===== config.mk =====
export PLATFORM = sky130hd
export DESIGN_NAME = module_keypad_scan_param
export DESIGN_NICKNAME = d
export VERILOG_FILES = /design/src/rtl/module_keypad_scan_param.sv
export SDC_FILE = /design/constraint.sdc
export NUM_CORES = 1
export LEC_CHECK = 0
export ABC_AREA = 1
export ABC_CLOCK_PERIOD_IN_PS = 3200
export BUFFER_PORTS_ARGS = -buffer_cell sky130_fd_sc_hd__buf_4
export CORE_AREA = 2 2 66 68
export DETAILED_ROUTE_END_ITERATION = 8
export DIE_AREA = 0 0 68 70
export PLACE_DENSITY = 0.78
export SYNTH_ARGS = -nofsm -noshare
export SYNTH_HDL_FRONTEND = slang
export SYNTH_SLANG_ARGS = --single-unit

===== constraint.sdc =====
create_clock -name clk -period 3.2 [get_ports clk]
set_input_delay 0.16 -clock clk [delete_from_list [all_inputs] [get_ports clk]]
set_output_delay 0.16 -clock clk [all_outputs]
set_load 0.01 [all_outputs]

===== src/rtl/module_keypad_scan_param.sv =====
// module_keypad_scan_param
// Parametrised matrix-keypad scanner. One row is driven low per slot of
// SCAN_DIV cycles; columns are sampled at the end of each slot. The first
// closed key in scan order (lowest row, then lowest column) is the frame
// result. A once-per-frame FSM debounces press and release, and each
// debounced press is offered on a valid/ready handshake. An event that
// arrives while an earlier one is still undelivered is dropped and the
// sticky overrun flag is set.
// Optional build macro: KEYPAD_REPEAT_EN. When it is defined, a held key
// re-emits every REPEAT_FRAMES frames.
module module_keypad_scan_param #(
    parameter int unsigned ROWS            = 4,
    parameter int unsigned COLS            = 4,
    parameter int unsigned SCAN_DIV        = 5000,
    parameter int unsigned DEBOUNCE_FRAMES = 4,
    parameter int unsigned REPEAT_FRAMES   = 50
) (
    input  logic                            clk,
    input  logic                            rst,
    input  logic [COLS-1:0]                 column,
    output logic [ROWS-1:0]                 row,
    output logic [$clog2(ROWS*COLS)-1:0]    key_code,
    output logic                            key_valid,
    input  logic                            key_ready,
    output logic                            key_held,
    output logic                            overrun,
    input  logic                            overrun_clr
);

    localparam int unsigned CW    = $clog2(ROWS * COLS);
    localparam int unsigned DIV_W = $clog2(SCAN_DIV);
    localparam int unsigned RW    = $clog2(ROWS);
    localparam int unsigned CLW   = $clog2(COLS);
    localparam int unsigned CNT_W = $clog2(DEBOUNCE_FRAMES + 1);

    typedef enum logic [1:0] {
        ST_IDLE,
        ST_CHECK,
        ST_PRESSED,
        ST_RELEASE
    } state_t;

    // Scan timing and per-frame accumulation
    logic [DIV_W-1:0] div_cnt_q;
    logic [RW-1:0]    row_idx_q;
    logic [RW-1:0]    row_idx_d;
    logic [ROWS-1:0]  row_q;
    logic             found_q;
    logic [CW-1:0]    acc_code_q;

    // Debounce FSM
    state_t           state_q;
    logic [CNT_W-1:0] cnt_q;
    logic [CW-1:0]    cand_q;
    logic             held_q;
    logic             emit_q;
    logic [CW-1:0]    emit_code_q;
`ifdef KEYPAD_REPEAT_EN
    localparam int unsigned REP_W = $clog2(REPEAT_FRAMES + 1);
    logic [REP_W-1:0] rep_cnt_q;
`endif

    // Output handshake
    logic [CW-1:0]    key_code_q;
    logic             key_valid_q;
    logic             overrun_q;

    // Combinational helpers
    logic             slot_end;
    logic             last_row;
    logic             frame_end;
    logic             any_hit;
    logic [CLW-1:0]   first_col;
    logic [CW-1:0]    slot_code;
    logic             frame_hit;
    logic [CW-1:0]    frame_code;
    logic             accept;

    assign slot_end  = (div_cnt_q == DIV_W'(SCAN_DIV - 1));
    assign last_row  = (row_idx_q == RW'(ROWS - 1));
    assign frame_end = slot_end && last_row;
    assign row_idx_d = last_row ? '0 : row_idx_q + RW'(1);
    assign accept    = key_valid_q && key_ready;

    // Lowest-numbered closed column on the currently driven row
    always_comb begin
        logic hit_seen;
        hit_seen  = 1'b0;
        first_col = '0;
        for (int unsigned i = 0; i < COLS; i++) begin
            if (!column[i] && !hit_seen) begin
                first_col = CLW'(i);
                hit_seen  = 1'b1;
            end
        end
        any_hit = hit_seen;
    end

    // An earlier row's hit in this frame outranks the current row's hit
    assign slot_code  = CW'(row_idx_q) * CW'(COLS) + CW'(first_col);
    assign frame_hit  = found_q || any_hit;
    assign frame_code = found_q ? acc_code_q : slot_code;

    // Slot divider, row rotation and first-hit capture within a frame
    always_ff @(posedge clk or posedge rst) begin
        if (rst) begin
            div_cnt_q  <= '0;
            row_idx_q  <= '0;
            row_q      <= ~ROWS'(1);
            found_q    <= 1'b0;
            acc_code_q <= '0;
        end else if (slot_end) begin
            div_cnt_q <= '0;
            row_idx_q <= row_idx_d;
            row_q     <= ~(ROWS'(1) << row_idx_d);
            if (last_row) begin
                found_q <= 1'b0;
            end else if (!found_q && any_hit) begin
                found_q    <= 1'b1;
                acc_code_q <= slot_code;
            end
        end else begin
            div_cnt_q <= div_cnt_q + DIV_W'(1);
        end
    end

    // Press/release debounce, evaluated once per frame end
    always_ff @(posedge clk or posedge rst) begin
        if (rst) begin
            state_q     <= ST_IDLE;
            cnt_q       <= '0;
            cand_q      <= '0;
            held_q      <= 1'b0;
            emit_q      <= 1'b0;
            emit_code_q <= '0;
`ifdef KEYPAD_REPEAT_EN
            rep_cnt_q   <= '0;
`endif
        end else begin
            emit_q <= 1'b0;
            if (frame_end) begin
                case (state_q)
                    ST_IDLE: begin
                        if (frame_hit) begin
                            state_q <= ST_CHECK;
                            cand_q  <= frame_code;
                            cnt_q   <= CNT_W'(1);
                        end
                    end
                    ST_CHECK: begin
                        if (!frame_hit) begin
                            state_q <= ST_IDLE;
                        end else if (frame_code != cand_q) begin
                            cand_q <= frame_code;
                            cnt_q  <= CNT_W'(1);
                        end else if (cnt_q == CNT_W'(DEBOUNCE_FRAMES - 1)) begin
                            state_q     <= ST_PRESSED;
                            held_q      <= 1'b1;
                            emit_q      <= 1'b1;
                            emit_code_q <= cand_q;
`ifdef KEYPAD_REPEAT_EN
                            rep_cnt_q   <= '0;
`endif
                        end else begin
                            cnt_q <= cnt_q + CNT_W'(1);
                        end
                    end
                    ST_PRESSED: begin
                        if (!frame_hit) begin
                            state_q <= ST_RELEASE;
                            cnt_q   <= CNT_W'(1);
`ifdef KEYPAD_REPEAT_EN
                            rep_cnt_q <= '0;
                        end else if (rep_cnt_q == REP_W'(REPEAT_FRAMES - 1)) begin
                            rep_cnt_q   <= '0;
                            emit_q      <= 1'b1;
                            emit_code_q <= cand_q;
                        end else begin
                            rep_cnt_q <= rep_cnt_q + REP_W'(1);
`endif
                        end
                    end
                    ST_RELEASE: begin
                        if (frame_hit) begin
                            state_q <= ST_PRESSED;
`ifdef KEYPAD_REPEAT_EN
                            rep_cnt_q <= '0;
`endif
                        end else if (cnt_q == CNT_W'(DEBOUNCE_FRAMES - 1)) begin
                            state_q <= ST_IDLE;
                            held_q  <= 1'b0;
                        end else begin
                            cnt_q <= cnt_q + CNT_W'(1);
                        end
                    end
                    default: begin
                        state_q <= ST_IDLE;
                        held_q  <= 1'b0;
                    end
                endcase
            end
        end
    end

    // Event delivery: load when the slot is free or being drained, else drop
    always_ff @(posedge clk or posedge rst) begin
        if (rst) begin
            key_code_q  <= '0;
            key_valid_q <= 1'b0;
            overrun_q   <= 1'b0;
        end else begin
            if (overrun_clr) begin
                overrun_q <= 1'b0;
            end
            if (emit_q) begin
                if (!key_valid_q || accept) begin
                    key_code_q  <= emit_code_q;
                    key_valid_q <= 1'b1;
                end else begin
                    overrun_q <= 1'b1;
                end
            end else if (accept) begin
                key_valid_q <= 1'b0;
            end
        end
    end

    assign row       = row_q;
    assign key_code  = key_code_q;
    assign key_valid = key_valid_q;
    assign key_held  = held_q;
    assign overrun   = overrun_q;

endmodule


==> flow_metrics.py, run 1 <==
metrics = {
    "cells_and_area": {
        "postLayoutCoreUtil_pct": 65.0,
        "multi_input_area_mm2": 0.00105,
        "final_common_cell": "nand2_1",
        "fin_area_mm2": 0.00269,
        "antenna_cells": 0,
        "mostFrequentLayoutCells": "nand2_1, inv_1, dfrtp_1, nand3_1, buf_4",
        "regArea_mm2": 0.00113,
        "nNetsFinal": 325,
        "drive_gt1_share_pct": 19.6,
        "area_growth_pct": 13.6,
        "fillers": 356,
    },
    "run_status": {
        "violations": "hold timing",
        "run_status": "complete, but fails checks",
    },
    "synthesis": {
        "ys_seq_elements": 45,
        "synth_area_per_cell_um2": 8.32,
        "ys_types": 35,
        "synthCells": 285,
        "yosys_warnings": 0,
        "syn_area_mm2": 0.00237,
        "synth_edf_count": 0,
        "synthArstFlopShare_pct": 100,
        "synth_ff_type": "dfrtp_1",
        "synth_fp_nets": 300,
        "synth_seq_area_share_pct": 47.7,
    },
    "timing": {
        "tightest_slew_ns": 0.545,
        "skew_ns": 0.00695,
        "hold_violations": 23,
        "max_freq_ghz": 0.555,
        "fin_crit_ns": 1.80,
        "fin_crit_sh_pct": 56.4,
        "drv_slew": 0,
        "rsz0062_at_grt": "no",
        "setup_tns_ns": 0,
        "slew_headroom_pct": 63.7,
        "setup_viol": 0,
        "timing.hold.ws_ns": -0.0180,
    },
    "floorplan": {
        "start_util_pct": 57.2,
        "die-height_um": 70,
        "die-area_mm2": 0.00476,
        "die_w_um": 68,
        "core_mm2": 0.00414,
        "io-pin-count": 19,
        "rows": 24,
    },
    "clock_network": {
        "cts_hold_buf": 0,
        "clkSinkCount": 45,
        "cts_root_buf": "clkbuf_8",
        "cts_tree": "built",
        "clkLatencyLatePin_ns": 0.30,
        "clk_pin_slew_worst_paths_ns": 0.09,
        "cts_buffers": 5,
        "clock_path_buffers": 2,
        "cts_setup_buffers": 0,
        "cts_htree_levels": 2,
        "cts_resized": 0,
    },
    "routing": {
        "wire_per_inst_um": 11.7,
        "drtAntennaViolNets": 0,
        "wirelength_um": 4240,
        "first_iter_violations": 110,
        "drc_errors": 0,
        "drt_pre_antenna_iters": 4,
        "via_per_inst": 5.06,
        "via_count": 1838,
    },
    "grt": {
        "grt_usage_pct": 20.9,
        "grt_pass1_wl_um": 7650,
        "antenna_found_initial": 0,
        "grt_pass1_vias": 1768,
        "grt_remaining_overflow": 0,
        "grt_start_max_net_pins": 46,
    },
    "min_path": {
        "hold_path.class": "in2async",
    },
    "power_and_ir_drop": {
        "peakVddDrop_uv": 195,
        "power.leakage_nw": 1.51,
        "power_density_mw_per_mm2": 385,
    },
    "critical_path": {
        "critical_path_class": "reg2reg",
        "cp.required_ns": 3.39,
        "cp_max_fo": 13,
        "cp-start-kind": "flip-flop",
        "arrival_ns": 2.00,
        "endpoint_kind": "flip-flop",
    },
    "place": {
        "gp_congestion": 0.866,
        "dp_hpwl_um": 3140,
        "io_buffers": 18,
        "placedInstanceArea_mm2": 0.00257,
    },
    "run": {
        "maxCapViolCount": 0,
    },
}
==> cell usage after synthesis (all sizes together), types with 2 or more instances <==
library cell	number	area share (%)
ha	7	3.7
nand3	24	5.8
inv	45	7.1
xor2	4	1.8
o21ai	22	5.1
nand4	4	1.1
nor3	6	1.5
a21oi	4	0.84
mux2	4	1.9
nand3b	2	0.63
nor2	21	4.5
dfrtp	42	44
nor4	2	1.2
clkinv	4	0.69
nand2	86	15
dfstp	3	3.3
==> flip-flops by register name, indices dropped and copies added, names as in the netlist, named ones only <==
name	count
emit_q	1
key_valid	1
acc_code_q	4
key_code	4
row_idx_q	2
emit_code_q	4
overrun	1
row	4
div_cnt_q	13
state_q	1
found_q	1
cand_q	4
key_held	1
cnt_q	3
==> power by group <==
group	switching (mW)	internal, mW	total (mW)
Sequential	0.0000000000000000431	0.568	0.568
Combinational	0.0146	0.00752	0.0221
Clock	0.194	0.254	0.448
==> logic make-up (layout without fill, tap and decap cells) <==
logic type | Yosys count | after routing | synth area share [%]
AO/OA/AOI/OAI | 28 | 28 | 6.54
XOR/XNOR | 4 | 4 | 1.79
adder cells (fa/ha/maj) | 7 | 7 | 3.69
buffers and inverters | 50 | 76 | 8.02
flip-flops | 45 | 45 | 47.7
multiplexers | 4 | 4 | 1.90
AND/OR/NAND/NOR | 147 | 147 | 30.4
==> layer usage <==
| layer | share of wire (%) | global-route usage, % | wire length [um] | vias up |
|---|---|---|---|---|
| met2 | 50 | 33.8 | 2110 | 27 |
| met1 | 46 | 28.2 | 1950 | 862 |
| met4 | 1.3 | 5.78 | 55 | 0 |
| met3 | 3.1 | 4.51 | 132 | 6 |
| li1 | - | - | - | 943 |
| met5 | 0 | 0 | 0 | - |
==> final cells by class <==
type                            count  share of cell area, %
Tap cell                           52                   2.42
Clock inverter                      2                   1.39
Sequential cell                    45                   41.9
Multi-Input combinational cell    190                   39.0
Timing Repair Buffer               19                   5.29
Inverter                           49                   6.87
Clock buffer                        6                   3.07
==> worst max-delay path, cell delays in order, from the launching register on <==
cell and delay (ns):
dfrtp_1 0.37, ha_1 0.17, nand2_1 0.10, clkinv_1 0.08
nand2_1 0.07, nor2_2 0.15, nand2_4 0.15, nor2_8 0.15
nand2_2 0.07, nor2_2 0.12, nand2_4 0.11, nand2_1 0.09
o21ai_2 0.05
==> final timing paths <==
path	startpoint	end	slack [ns]	cells past startpoint
worst max-delay path	div_cnt_q[0]$_DFF_PP0_	emit_code_q[3]$_DFFE_PP0P_	1.40	12
worst min-delay path	rst	div_cnt_q[9]$_DFF_PP0_	-0.02	3
worst max register to register	div_cnt_q[0]$_DFF_PP0_	emit_code_q[3]$_DFFE_PP0P_	1.40	12
worst min register to register	div_cnt_q[12]$_DFF_PP0_	div_cnt_q[12]$_DFF_PP0_	0.48	1
max in group asynchronous	rst	acc_code_q[0]$_DFFE_PP0P_	2.84	3
min in group clk	overrun_clr	overrun$_DFF_PP0_	0.07	2
==> through the flow <==
stage               instances  total power [mW]  worst slack [ns]
floorplan                 285             0.591              1.67
global placement          355             0.602              1.53
detailed placement        355             0.603              1.45
CTS                       363              1.05              1.38
global route              363              1.08              1.25
finish                    363              1.04              1.40
Power figures use the tool's default switching activity.
==> run 2: changes to the inputs <==
--- a/config.mk
+++ b/config.mk
@@ -6,12 +6,12 @@
 export NUM_CORES = 1
 export LEC_CHECK = 0
 export ABC_AREA = 1
-export ABC_CLOCK_PERIOD_IN_PS = 3200
+export ABC_CLOCK_PERIOD_IN_PS = 1550
 export BUFFER_PORTS_ARGS = -buffer_cell sky130_fd_sc_hd__buf_4
-export CORE_AREA = 2 2 66 68
+export CORE_AREA = 2 2 70 72
 export DETAILED_ROUTE_END_ITERATION = 8
-export DIE_AREA = 0 0 68 70
-export PLACE_DENSITY = 0.78
+export DIE_AREA = 0 0 72 74
+export PLACE_DENSITY = 0.74
 export SYNTH_ARGS = -nofsm -noshare
 export SYNTH_HDL_FRONTEND = slang
 export SYNTH_SLANG_ARGS = --single-unit
==> constraint.sdc (replaced) <==
create_clock -name clk -period 1.55 [get_ports clk]
set_input_delay 0.0775 -clock clk [delete_from_list [all_inputs] [get_ports clk]]
set_output_delay 0.0775 -clock clk [all_outputs]
set_load 0.01 [all_outputs]
==> flow_metrics.py, run 2 (same netlist as run 1, synthesis figures left out) <==
metrics = {
    "run_status": {
        "run_status": "complete, but fails checks",
        "violations": "setup timing",
    },
    "timing": {
        "max_freq_ghz": 0.607,
        "tightest_slew_ns": 0.599,
        "setup_tns_ns": -0.910,
        "fin_crit_sh_pct": 106,
        "timing.hold.ws_ns": 0.0522,
        "rsz0062_at_grt": "yes",
        "drv_slew": 0,
        "setup_viol": 19,
        "fin_ws_ns": -0.0968,
        "slew_headroom_pct": 59.8,
        "skew_ns": 0.00591,
        "fin_crit_ns": 1.65,
        "hold_violations": 0,
    },
    "cells_and_area": {
        "postLayoutCoreUtil_pct": 68.1,
        "area_growth_pct": 32.1,
        "multi_input_area_mm2": 0.00120,
        "final_common_cell": "nand2_1",
        "antenna_cells": 0,
        "stdcell_count": 401,
        "regMostFlops": "div_cnt_q",
        "regArea_mm2": 0.00113,
        "nNetsFinal": 361,
        "mostFrequentLayoutCells": "nand2_1, buf_4, dfrtp_1, inv_1, nand2_2",
        "fin_area_mm2": 0.00313,
        "drive_gt1_share_pct": 37.2,
        "fillers": 337,
        "largest_reg_flops": 13,
    },
    "power_and_ir_drop": {
        "power.leakage_nw": 1.72,
        "pwr-share-clk_pct": 43.1,
        "p_sw_share_pct": 20.4,
        "seq_power_share_pct": 54.3,
        "power_density_mw_per_mm2": 690,
        "p_sw_mw": 0.440,
        "peakVddDrop_uv": 479,
        "finalPower_mw": 2.16,
        "combinationalPowerShare_pct": 2.5,
        "intPower_mw": 1.72,
    },
    "clock_network": {
        "cts_root_buf": "clkbuf_8",
        "cts_htree_levels": 2,
        "clkSinkCount": 45,
        "clock_path_buffers": 2,
        "cts_buffers": 5,
        "cts_tree": "built",
        "clkLatencyLatePin_ns": 0.30,
        "clk_pin_slew_worst_paths_ns": 0.09,
    },
    "grt": {
        "grt_start_max_net_pins": 18,
        "grt_pass1_vias": 1993,
        "grt_usage_pct": 20.9,
        "grt_pass1_wl_um": 8630,
        "grt_remaining_overflow": 0,
        "antenna_found_initial": 0,
    },
    "routing": {
        "first_iter_violations": 95,
        "wire_per_inst_um": 13.0,
        "via_per_inst": 5.04,
        "drtAntennaViolNets": 0,
        "via_count": 2022,
        "drc_errors": 0,
        "wirelength_um": 5230,
        "drt_pre_antenna_iters": 4,
    },
    "floorplan": {
        "io-pin-count": 19,
        "start_util_pct": 51.6,
        "die_w_um": 72,
        "die-area_mm2": 0.00533,
        "core_mm2": 0.00460,
        "die-height_um": 74,
        "rows": 25,
    },
    "critical_path": {
        "cp-start-kind": "flip-flop",
        "critical_path_class": "reg2reg",
        "worstPathCellList": "ha_2, nand2_2, clkinv_2, nand2_2, nor2_4, nand2_4, nor2_8, o21ai_4, nor2_2, nand2_1, and2_4",
        "slowest_stage": "dfrtp_1",
        "arrival_ns": 1.84,
        "endpoint_kind": "flip-flop",
        "cp.required_ns": 1.75,
        "cp_common_cell": "nand2_2",
        "slowest_delay_ns": 0.37,
        "cp_max_fo": 5,
    },
    "place": {
        "io_buffers": 18,
        "pre_cts_ws_ns": -0.0601,
        "gp_congestion": 0.802,
        "dp_hpwl_um": 3450,
        "placedInstanceArea_mm2": 0.00273,
        "dp_cells": 378,
    },
    "min_path": {
        "hold_path.class": "in2reg",
    },
    "run": {
        "maxCapViolCount": 0,
    },
}
==> run 2: cell types whose count changed in the layout (fill, tap and decap cells not counted), sizes merged <==
| cell | before | now |
|---|---|---|
| buf | 19 | 52 |
| dlygate4sd3 | 0 | 2 |
| clkbuf | 6 | 7 |
| clkinvlp | 1 | 0 |
| nand2 | 86 | 87 |
==> run 2: power by group through the flow <==
stage	clock network (mW)	registers, mW	logic, mW
2_1_floorplan	0	1.20	0.0238
3_3_place_gp	0	1.20	0.0498
3_5_place_dp	0	1.20	0.0508
4_1_cts	0.941	1.17	0.0555
5_1_grt	0.991	1.17	0.0625
6_report	0.932	1.17	0.0548
==> run 2: worst max-delay path, delay by kind of cell (launching register included) <==
family | cells | cell delay [ns]
DFF | 1 | 0.37
and+or+nand+nor | 8 | 0.82
adders and majority gates | 1 | 0.20
buffers and inverters | 1 | 0.06
AOI/OAI and AO/OA | 1 | 0.08
==> run 2: cell type report <==
class                           count  share of cell area, %
Tap cell                           54                   2.16
Clock inverter                      1                  0.959
Timing Repair Buffer               54                   13.6
Clock buffer                        7                   2.76
Inverter                           49                   6.11
Multi-Input combinational cell    191                   38.3
Sequential cell                    45                   36.1
==> run 2: layer usage <==
layer  vias to the layer above  track usage [%]  part of all wire (%)
li1                       1019                -                     -
met1                       960             26.0                    45
met2                        30             35.9                    50
met3                        13             4.47                   3.1
met4                         0             8.39                   2.2
met5                         -                0                     0
==> run 2: final timing paths <==
path                                         from                        end  slack [ns]  depth (start not counted)
setup reg to reg           div_cnt_q[1]$_DFF_PP0_     state_q[0]$_DFFE_PP0P_        -0.1                         11
max in group asynchronous                     rst      cand_q[0]$_DFFE_PP0P_        0.63                          4
setup / recovery           div_cnt_q[1]$_DFF_PP0_     state_q[0]$_DFFE_PP0P_        -0.1                         11
hold reg to reg                row[3]$_DFFE_PP1N_         row[3]$_DFFE_PP1N_        0.48                          2
min in group asynchronous                     rst     div_cnt_q[3]$_DFF_PP0_        0.33                          3
hold / removal                          column[0]  acc_code_q[0]$_DFFE_PP0P_        0.05                          3
==> run 2: what timing repair did <==
item | CTS | global route
setup buffers | 7 | 5
hold buffers | 2 | 0
pin swaps | 7 | 10
gates cloned | 1 | 0
endpoints found under the hold margin | 13 | 0
gates resized for setup | 23 | 32
setup endpoints to repair | 21 | 27
